==> src/rtl/svp_capture_pkg.sv <==
// Shared types and constants for the SV-side capture stage: cycle stamp type,
// record width helper and the drop-counter ceiling.
package svp_capture_pkg;

  typedef logic [63:0] svp_stamp_t;

  localparam int          SVP_STAMP_W  = 64;
  localparam logic [15:0] SVP_DROP_MAX = 16'hFFFF;

  // Packed width of a {stamp, data} record for a given sample width.
  function automatic int svp_rec_w(input int data_w);
    return SVP_STAMP_W + data_w;
  endfunction

endpackage

==> src/rtl/svp_sync_fifo.sv <==
// Single-clock register-array FIFO; a push into a full FIFO is still taken
// when a pop happens on the same edge.
module svp_sync_fifo #(
  parameter int W     = 8,
  parameter int DEPTH = 16
) (
  input  logic                   clk,
  input  logic                   rstb,
  input  logic                   push_i,
  input  logic [W-1:0]           wdata_i,
  input  logic                   pop_i,
  output logic [W-1:0]           rdata_o,
  output logic                   full_o,
  output logic                   empty_o,
  output logic [$clog2(DEPTH):0] level_o
);
  localparam int AW = $clog2(DEPTH);

  logic [W-1:0] mem_q [DEPTH];
  logic [AW:0]  wr_q, wr_d;
  logic [AW:0]  rd_q, rd_d;
  logic         pop_ok;
  logic         push_ok;

  always_comb begin
    empty_o = (wr_q == rd_q);
    full_o  = (wr_q[AW] != rd_q[AW]) && (wr_q[AW-1:0] == rd_q[AW-1:0]);
    pop_ok  = pop_i & ~empty_o;
    push_ok = push_i & (~full_o | pop_ok);
    wr_d    = wr_q + {{AW{1'b0}}, push_ok};
    rd_d    = rd_q + {{AW{1'b0}}, pop_ok};
    level_o = wr_q - rd_q;
    // Head is forced to zero when empty so stale entries never leak out.
    rdata_o = empty_o ? '0 : mem_q[rd_q[AW-1:0]];
  end

  always_ff @(posedge clk) begin
    if (!rstb) begin
      wr_q <= '0;
      rd_q <= '0;
    end else begin
      wr_q <= wr_d;
      rd_q <= rd_d;
    end
  end

  // When full with a pop, the write slot is the slot being vacated.
  always_ff @(posedge clk) begin
    if (push_ok) begin
      mem_q[wr_q[AW-1:0]] <= wdata_i;
    end
  end

endmodule

==> src/rtl/svp_capture_fifo.sv <==
// Capture stage: decimates the sample stream, stamps kept samples with a
// 64-bit cycle count and buffers them for a valid/ready consumer.
module svp_capture_fifo
  import svp_capture_pkg::*;
#(
  parameter int WIDTH = 14,
  parameter int DEPTH = 16,
  parameter int DECW  = 8
) (
  input  logic                   clk,
  input  logic                   rstb,
  input  logic                   en,
  input  logic [DECW-1:0]        dec_ratio,
  input  logic                   in_valid,
  input  logic [WIDTH-1:0]       in_data,
  output logic                   out_valid,
  input  logic                   out_ready,
  output logic [WIDTH-1:0]       out_data,
  output svp_stamp_t             out_stamp,
  output logic                   overflow,
  output logic [15:0]            drop_cnt,
  output logic [$clog2(DEPTH):0] level
);
  localparam int RW = svp_rec_w(WIDTH);

  typedef struct packed {
    svp_stamp_t       stamp;
    logic [WIDTH-1:0] data;
  } rec_t;

  function automatic logic [15:0] sat_inc(input logic [15:0] v);
    return (v == SVP_DROP_MAX) ? v : v + 16'd1;
  endfunction

  svp_stamp_t      stamp_q;
  logic [DECW-1:0] phase_q, phase_d;
  logic [DECW-1:0] ratio_q;
  logic [DECW-1:0] eff_ratio;
  logic            ratio_chg;
  logic            accept;
  logic            keep;
  logic            pop;
  logic            drop;
  logic            full;
  logic            empty;
  logic            overflow_q;
  logic [15:0]     drop_cnt_q, drop_cnt_d;
  rec_t            wr_rec;
  rec_t            rd_rec;

  always_comb begin
    eff_ratio = (dec_ratio == '0) ? DECW'(1) : dec_ratio;
    ratio_chg = (dec_ratio != ratio_q);
    accept    = in_valid & en;
    keep      = accept & (phase_q == '0);
    phase_d   = phase_q;
    // The change-cycle sample already used the old phase via keep above.
    if (ratio_chg) begin
      phase_d = '0;
    end else if (accept) begin
      phase_d = (phase_q == eff_ratio - DECW'(1)) ? '0 : phase_q + DECW'(1);
    end
  end

  always_comb begin
    wr_rec.stamp = stamp_q;
    wr_rec.data  = in_data;
    pop          = out_ready & ~empty;
    drop         = keep & full & ~pop;
    drop_cnt_d   = drop ? sat_inc(drop_cnt_q) : drop_cnt_q;
  end

  // ratio_q follows dec_ratio even in reset so release is not seen as a change.
  always_ff @(posedge clk) begin
    if (!rstb) begin
      stamp_q    <= '0;
      phase_q    <= '0;
      ratio_q    <= dec_ratio;
      overflow_q <= 1'b0;
      drop_cnt_q <= '0;
    end else begin
      stamp_q    <= stamp_q + 64'd1;
      phase_q    <= phase_d;
      ratio_q    <= dec_ratio;
      overflow_q <= overflow_q | drop;
      drop_cnt_q <= drop_cnt_d;
    end
  end

  svp_sync_fifo #(
    .W     (RW),
    .DEPTH (DEPTH)
  ) u_fifo (
    .clk     (clk),
    .rstb    (rstb),
    .push_i  (keep),
    .wdata_i (wr_rec),
    .pop_i   (out_ready),
    .rdata_o (rd_rec),
    .full_o  (full),
    .empty_o (empty),
    .level_o (level)
  );

  assign out_valid = ~empty;
  assign out_data  = rd_rec.data;
  assign out_stamp = rd_rec.stamp;
  assign overflow  = overflow_q;
  assign drop_cnt  = drop_cnt_q;

endmodule

==> config.mk <==
export PLATFORM = sky130hd
export DESIGN_NAME = svp_capture_fifo
export DESIGN_NICKNAME = d
export VERILOG_FILES = /design/src/rtl/svp_capture_pkg.sv /design/src/rtl/svp_sync_fifo.sv /design/src/rtl/svp_capture_fifo.sv
export SDC_FILE = /design/constraint.sdc
export NUM_CORES = 1
export LEC_CHECK = 0
export ABC_AREA = 0
export ABC_CLOCK_PERIOD_IN_PS = 11800
export CAP_MARGIN = 40
export CELL_PAD_IN_SITES_DETAIL_PLACEMENT = 0
export CELL_PAD_IN_SITES_GLOBAL_PLACEMENT = 2
export CORE_ASPECT_RATIO = 0.5
export CORE_MARGIN = 5
export CORE_UTILIZATION = 49
export DETAILED_ROUTE_END_ITERATION = 6
export GPL_TIMING_DRIVEN = 0
export PLACE_DENSITY = 0.87
export SLEW_MARGIN = 15
export SYNTH_ARGS = -nofsm -noshare
export SYNTH_HDL_FRONTEND = slang
export SYNTH_SLANG_ARGS = --single-unit
==> constraint.sdc <==
create_clock -name clk -period 11.8 [get_ports clk]
set_input_delay 2.36 -clock clk [delete_from_list [all_inputs] [get_ports clk]]
set_output_delay 2.36 -clock clk [all_outputs]
set_load 0.01 [all_outputs]
==> flow_metrics.py, run 1 <==
metrics = {
    "floorplan": {
        "core_area_um2": 106000,
        "dieArea_um2": 114000,
        "rows": 84,
        "fp.dieH_um": 241,
        "fp.dieW_um": 473,
        "io_pins": 128,
        "initial_utilization": 0.496,
    },
    "setup_path": {
        "critPathMaxFanout": 10,
        "worst-endpoint-arrival_ns": 5.51,
        "endpoint_kind": "primary output",
        "r2r_start": "u_fifo.rd_q[1]",
        "critPathLaunchType": "flip-flop",
        "required_ns": 9.44,
        "worst-setup-path-type": "flip-flop to primary output",
        "startpoint": "u_fifo.rd_q[1]",
    },
    "final_layout": {
        "final_core_util": 0.588,
        "drive_gt1_frac": 0.267,
        "final_nets": 2887,
        "syn_to_final_growth_pct": 18.5,
    },
    "timing": {
        "hold-worst-slack_ns": 0.504,
        "postLayoutSetupSlackWorst_ns": 3.93,
        "period_minus_slack_ns": 7.87,
        "finalCritPeriodShare": 0.667,
        "fmax_mhz": 127,
        "slew_viol_final": 0,
        "setup_violations": 0,
        "relSlewSlack": 0.372,
        "final.setup_skew_ns": 0.0289,
        "worst_pin_slew_ns": 0.942,
        "hold_viol_final": 0,
        "rsz0062_at_grt": "no",
        "fin_setup_tns_ns": 0,
    },
    "power": {
        "power_frac_seq": 0.510,
        "total_leakage_power_nw": 19.5,
        "swShare": 0.215,
        "cellPowerDensity_nw_per_um2": 165,
        "ir_drop_uv": 113,
        "p_clk_frac": 0.391,
        "internal-power_mw": 8.03,
        "power.net_switching_mw": 2.20,
        "comb_power_share": 0.099,
    },
    "worst_hold_path": {
        "hold_class": "flip-flop to flip-flop",
        "hold_start": "overflow",
    },
    "grt": {
        "antenna_found_initial": 2,
        "track_usage": 0.225,
        "grt_overflow": 0,
        "grt_pass1_wl_mm": 186,
        "first_global_vias": 27072,
        "grt_max_degree": 23,
    },
    "yosys": {
        "synth_top_cell_by_area": "edfxtp_1",
        "synth_top_area_share": 0.715,
        "synthCells": 2440,
        "synth_edf_count": 1248,
        "synth.yosys.seq_area_share": 0.756,
        "synth_area_um2": 52400,
        "synth_warnings": 0,
        "synth_area_leaders": "edfxtp_1 71%, mux4_2 17%, dfxtp_1 4.1%",
        "synth_ff_type": "edfxtp_1",
        "synth-seq-cells": 1355,
        "ys_types": 52,
        "synthTopCellsByCount": "1248 x edfxtp_1, 390 x mux4_2, 107 x dfxtp_1",
        "avgSynthCellArea_um2": 21.5,
        "synthArstFlopShare": 0,
        "synth.most_common_cell": "edfxtp_1",
        "syn_nets": 2481,
    },
    "route": {
        "wl_mm": 127,
        "wire_per_inst_um": 29.0,
        "antenna_left": 0,
        "first_pass_iters": 5,
        "drt_iter0_drc": 3275,
        "routed_via_density": 6.10,
        "drc": 0,
        "vias": 26603,
    },
    "clock_tree": {
        "cts_inserted_buffers": 116,
        "cts_hold_buf": 0,
        "cts_resized": 0,
        "clkSinkCount": 1355,
        "post_cts_buffers": 0,
        "cts_max_level": 3,
        "cts_tree": "done",
        "clk_latency_ns": 0.72,
        "ctsLongestPathBuffers": 3,
        "cts_root_buf": "clkbuf_16",
        "clkTransAtPathRegs_ns": 0.07,
    },
    "flow_run": {
        "maxCapViolations": 0,
    },
    "placed_design": {
        "place_ws_ns": 4.61,
        "gp_congestion": 0.763,
        "hpwl_mm": 83.5,
        "io_buffers": 127,
    },
    "outcome": {
        "status": "finished clean",
    },
}
[metal layers]
| layer | vias to the layer above | global-route usage | wire (um) |
|---|---|---|---|
| met4 | 0 | 0.0650 | 3490 |
| met5 | - | 0 | 0 |
| met1 | 14143 | 0.314 | 50900 |
| li1 | 10906 | - | - |
| met2 | 1335 | 0.367 | 61900 |
| met3 | 219 | 0.0446 | 10500 |
[cell families (layout without fill, tap and decap cells)]
kind of cell               after synthesis  in the layout  share of synthesized area
adders and majority gates               14             14                    0.00348
xor gates and xnor gates                88             88                     0.0150
muxes                                  392            392                      0.168
other                                    0              2                          0
DFF                                   1355           1355                      0.756
buffers and inverters                  143            645                     0.0110
AOI/OAI and AO/OA                       50             50                    0.00594
and+or+nand+nor                        398            398                     0.0412
[power groups by stage]
stage / combinational [mW] / clock [mW] / sequential [mW]
floorplan: 0.613 / 0 / 5.32
global placement: 0.979 / 0 / 5.33
detailed placement: 1.02 / 0 / 5.32
CTS: 1.03 / 4.05 / 5.22
global route: 1.08 / 4.27 / 5.22
finish: 1.01 / 4.00 / 5.22
[final cells by class]
type | count | area [um^2]
clock buffer | 162 | 3230
timing repair buffer | 288 | 3820
tap | 1419 | 1780
sequential | 1355 | 39600
fill | 7281 | 43500
buffer | 118 | 484
clock inverter | 52 | 757
multi-input combinational | 942 | 12400
antenna | 2 | 5.00
inverter | 25 | 93.8
[registers in the layout, indices dropped and copies added, names as in the netlist]
name / flops
ratio_q: 8
u_fifo.rd_q: 5
drop_cnt: 16
overflow: 1
u_fifo.wr_q: 5
u_fifo.mem_q: 1248
stamp_q: 64
phase_q: 8
[worst paths after layout]
path	to	slack (ns)	depth (start not counted)
max reg2reg	u_fifo.mem_q[2][7]	6.33	15
min reg2reg	overflow	0.50	2
max	out_stamp[30]	3.93	12
min	overflow	0.50	2
[worst max-delay path, stage by stage (launching register included)]
cell             delay, ns
dfxtp_1               0.43
clkbuf_1              0.64
clkbuf_1              0.46
buf_8                 0.21
clkbuf_1              0.38
inv_1                 0.09
ha_1                  0.31
nand4_1               0.11
nor2b_1               0.12
clkbuf_2              0.59
clkbuf_1              0.61
nor2b_1               0.25
clkdlybuf4s50_1       0.56
[through the flow]
step / power [mW] / instance area [um^2] / instances
after floorplan: 5.93 / 52400 / 2440
after global placement: 6.31 / 55500 / 3986
after detailed placement: 6.34 / 58000 / 4138
after CTS: 10.3 / 62000 / 4352
after global routing: 10.6 / 62100 / 4363
final: 10.2 / 62100 / 4363
[cell usage in the layout, fill, tap and decap left out, types with 34 or more instances in the layout]
| cell type | count |
|---|---|
| buf_16 | 42 |
| mux4_2 | 390 |
| clkbuf_1 | 109 |
| xor2_1 | 55 |
| nor2b_1 | 89 |
| dfxtp_1 | 107 |
| clkbuf_16 | 117 |
| buf_6 | 57 |
| nand2_1 | 35 |
| nand3_1 | 48 |
| edfxtp_1 | 1248 |
| nor2_1 | 92 |
| clkdlybuf4s50_1 | 127 |
| buf_2 | 34 |
No activity file was read; power rests on OpenSTA's default activity.
==> run 2: changes to the inputs <==
--- a/config.mk
+++ b/config.mk
@@ -6,16 +6,16 @@
 export NUM_CORES = 1
 export LEC_CHECK = 0
 export ABC_AREA = 0
-export ABC_CLOCK_PERIOD_IN_PS = 11800
+export ABC_CLOCK_PERIOD_IN_PS = 6550
 export CAP_MARGIN = 40
 export CELL_PAD_IN_SITES_DETAIL_PLACEMENT = 0
 export CELL_PAD_IN_SITES_GLOBAL_PLACEMENT = 2
 export CORE_ASPECT_RATIO = 0.5
 export CORE_MARGIN = 5
-export CORE_UTILIZATION = 49
+export CORE_UTILIZATION = 44
 export DETAILED_ROUTE_END_ITERATION = 6
 export GPL_TIMING_DRIVEN = 0
-export PLACE_DENSITY = 0.87
+export PLACE_DENSITY = 0.83
 export SLEW_MARGIN = 15
 export SYNTH_ARGS = -nofsm -noshare
 export SYNTH_HDL_FRONTEND = slang
==> constraint.sdc (replaced) <==
create_clock -name clk -period 6.55 [get_ports clk]
set_input_delay 1.31 -clock clk [delete_from_list [all_inputs] [get_ports clk]]
set_output_delay 1.31 -clock clk [all_outputs]
set_load 0.01 [all_outputs]
==> run 2 against run 1 <==
Net effect:
- via count down 2.3%
- routed wire length down 0.64%
- sequential power up 80%
- count of clock-buffer cells in the layout up 6
- clock skew down 0.0071 ns
- design area up 0.11%
- worst hold slack worse by 0.0022 ns
- core utilization down 6.2 points
- non-clock buffer count down 23
- total power up 78%
- final cell count up 3.8%
- sequential share of layout area down 0.069 points
- critical endpoint is now out_stamp[63]
==> flow_metrics.py, run 2 (synthesis gave the netlist of run 1 again) <==
metrics = {
    "clock_tree": {
        "clkTransAtPathRegs_ns": 0.06,
        "cts_tree": "done",
        "cts_inserted_buffers": 120,
        "cts_root_buf": "clkbuf_16",
        "ctsLongestPathBuffers": 3,
        "clkSinkCount": 1355,
        "cts_max_level": 3,
        "clk_latency_ns": 0.73,
    },
    "timing": {
        "slew_viol_final": 0,
        "postLayoutSetupSlackWorst_ns": 0.452,
        "fmax_mhz": 164,
        "finalCritPeriodShare": 0.931,
        "hold_viol_final": 0,
        "period_minus_slack_ns": 6.10,
        "final.setup_skew_ns": 0.0218,
        "rsz0062_at_grt": "no",
        "worst_pin_slew_ns": 0.897,
        "relSlewSlack": 0.402,
        "fin_setup_tns_ns": 0,
        "setup_violations": 0,
    },
    "route": {
        "first_pass_iters": 5,
        "drt_iter0_drc": 3215,
        "wl_mm": 126,
        "vias": 25981,
        "drc": 0,
        "wire_per_inst_um": 27.8,
        "routed_via_density": 5.74,
        "antenna_left": 0,
    },
    "final_layout": {
        "final_nets": 2868,
        "final_cell_mix": "1248 x edfxtp_1, 390 x mux4_2, 127 x clkdlybuf4s50_1, 122 x clkbuf_16, 113 x clkbuf_1",
        "layout_commonest_cell": "edfxtp_1",
        "fill_cells": 8838,
        "syn_to_final_growth_pct": 18.6,
        "drive_gt1_frac": 0.262,
        "largest_reg_flops": 1248,
    },
    "floorplan": {
        "core_area_um2": 118000,
        "dieArea_um2": 127000,
        "fp.dieW_um": 498,
        "fp.dieH_um": 254,
        "initial_utilization": 0.444,
        "io_pins": 128,
        "rows": 89,
    },
    "power": {
        "comb_power_share": 0.100,
        "total_leakage_power_nw": 19.4,
        "swShare": 0.219,
        "ir_drop_uv": 227,
        "power_frac_seq": 0.515,
        "internal-power_mw": 14.3,
        "p_clk_frac": 0.385,
        "cellPowerDensity_nw_per_um2": 293,
        "power.net_switching_mw": 4.00,
    },
    "setup_path": {
        "rr_worst_depth": 14,
        "critPathMaxFanout": 10,
        "required_ns": 5.24,
        "worst-setup-path-type": "flip-flop to primary output",
        "r2r_start": "u_fifo.rd_q[1]",
        "endpoint_kind": "primary output",
        "startpoint": "u_fifo.rd_q[2]",
        "worstReg2RegEnd": "u_fifo.mem_q[14][52]",
        "regToRegSetupSlack_ns": 1.81,
        "worst-endpoint-arrival_ns": 4.79,
        "critPathLaunchType": "flip-flop",
    },
    "worst_hold_path": {
        "holdPathStages": 2,
        "hold_class": "flip-flop to flip-flop",
        "hold-path-endpoint": "overflow",
        "hold_start": "overflow",
    },
    "placed_design": {
        "io_buffers": 127,
        "hpwl_mm": 82.9,
        "place_ws_ns": 0.241,
        "gp_congestion": 0.742,
    },
    "grt": {
        "first_global_vias": 26466,
        "grt_max_degree": 23,
        "grt_overflow": 0,
        "grt_pass1_wl_mm": 182,
        "track_usage": 0.198,
        "antenna_found_initial": 6,
    },
    "outcome": {
        "status": "finished clean",
    },
    "flow_run": {
        "maxCapViolations": 0,
    },
}
## run 2: cell count changes in the layout (fill, tap and decap cells not counted), sizes merged
cell / before / now
buf: 200 / 178
bufinv: 18 / 11
clkbuf: 240 / 245
clkinv: 25 / 43
clkinvlp: 6 / 2
diode: 2 / 4
inv: 28 / 30
## run 2: per-layer routing
| layer | vias to the layer above | routed length, um | GRT usage |
|---|---|---|---|
| li1 | 10878 | - | - |
| met1 | 13774 | 50600 | 0.276 |
| met2 | 1123 | 61400 | 0.322 |
| met3 | 206 | 10500 | 0.0413 |
| met4 | 0 | 3390 | 0.0561 |
| met5 | - | 0 | 0 |
## run 2: critical path: stages (launching register included)
cell             delay [ns]
dfxtp_1                0.31
clkbuf_1               0.39
clkbuf_1               0.64
inv_1                  0.10
ha_1                   0.38
nand4_1                0.12
nor2b_1                0.12
clkbuf_2               0.58
clkbuf_1               0.58
nor2b_1                0.28
clkdlybuf4s50_1        0.55
## run 2: power by group through the flow
| stage | sequential, mW | combinational, mW | clock (mW) |
|---|---|---|---|
| after global routing | 9.40 | 1.94 | 7.51 |
| after global placement | 9.60 | 1.78 | 0 |
| final | 9.40 | 1.82 | 7.03 |
| after CTS | 9.40 | 1.85 | 7.14 |
| after detailed placement | 9.59 | 1.84 | 0 |
| after floorplan | 9.58 | 1.10 | 0 |
## run 2: cell type report
class / instances / area [um^2] / area share
Antenna cell: 4 / 10.0 / 0.000161
Sequential cell: 1355 / 39600 / 0.637
Multi-Input combinational cell: 942 / 12400 / 0.199
Tap cell: 1592 / 1990 / 0.0320
Inverter: 25 / 93.8 / 0.00151
Clock buffer: 168 / 3280 / 0.0527
Buffer: 117 / 485 / 0.00780
Timing Repair Buffer: 266 / 3720 / 0.0598
Clock inverter: 61 / 631 / 0.0101
## run 2: repair_timing
item,CTS,global route
pin swaps,0,0
resized for setup,0,8
hold buffers,0,0
setup endpoints to repair,78,12
setup buffers,0,0
## run 2: worst max-delay path by stage
stage	to	slack [ns]	cells past startpoint
finish	out_stamp[63]	0.45	10
global route	out_stamp[63]	0.20	10
CTS	out_stamp[30]	0.02	11
detailed placement	out_stamp[30]	0.24	12
global placement	u_fifo.mem_q[15][10]	-5.89	10
floorplan	u_fifo.mem_q[15][0]	0.38	10
## run 2: per-stage QoR
stage / util / hold WS, ns / instances / total power [mW] / cell area [um^2]
finish: 0.526 / 0.502 / 4530 / 18.3 / 62200
global route: 0.526 / 0.521 / 4528 / 18.9 / 62200
CTS: 0.525 / 0.512 / 4517 / 18.4 / 62100
detailed placement: 0.492 / 0.496 / 4289 / 11.4 / 58200
global placement: 0.472 / 0.497 / 4159 / 11.4 / 55700
floorplan: - / 0.481 / 2440 / 10.7 / 52500
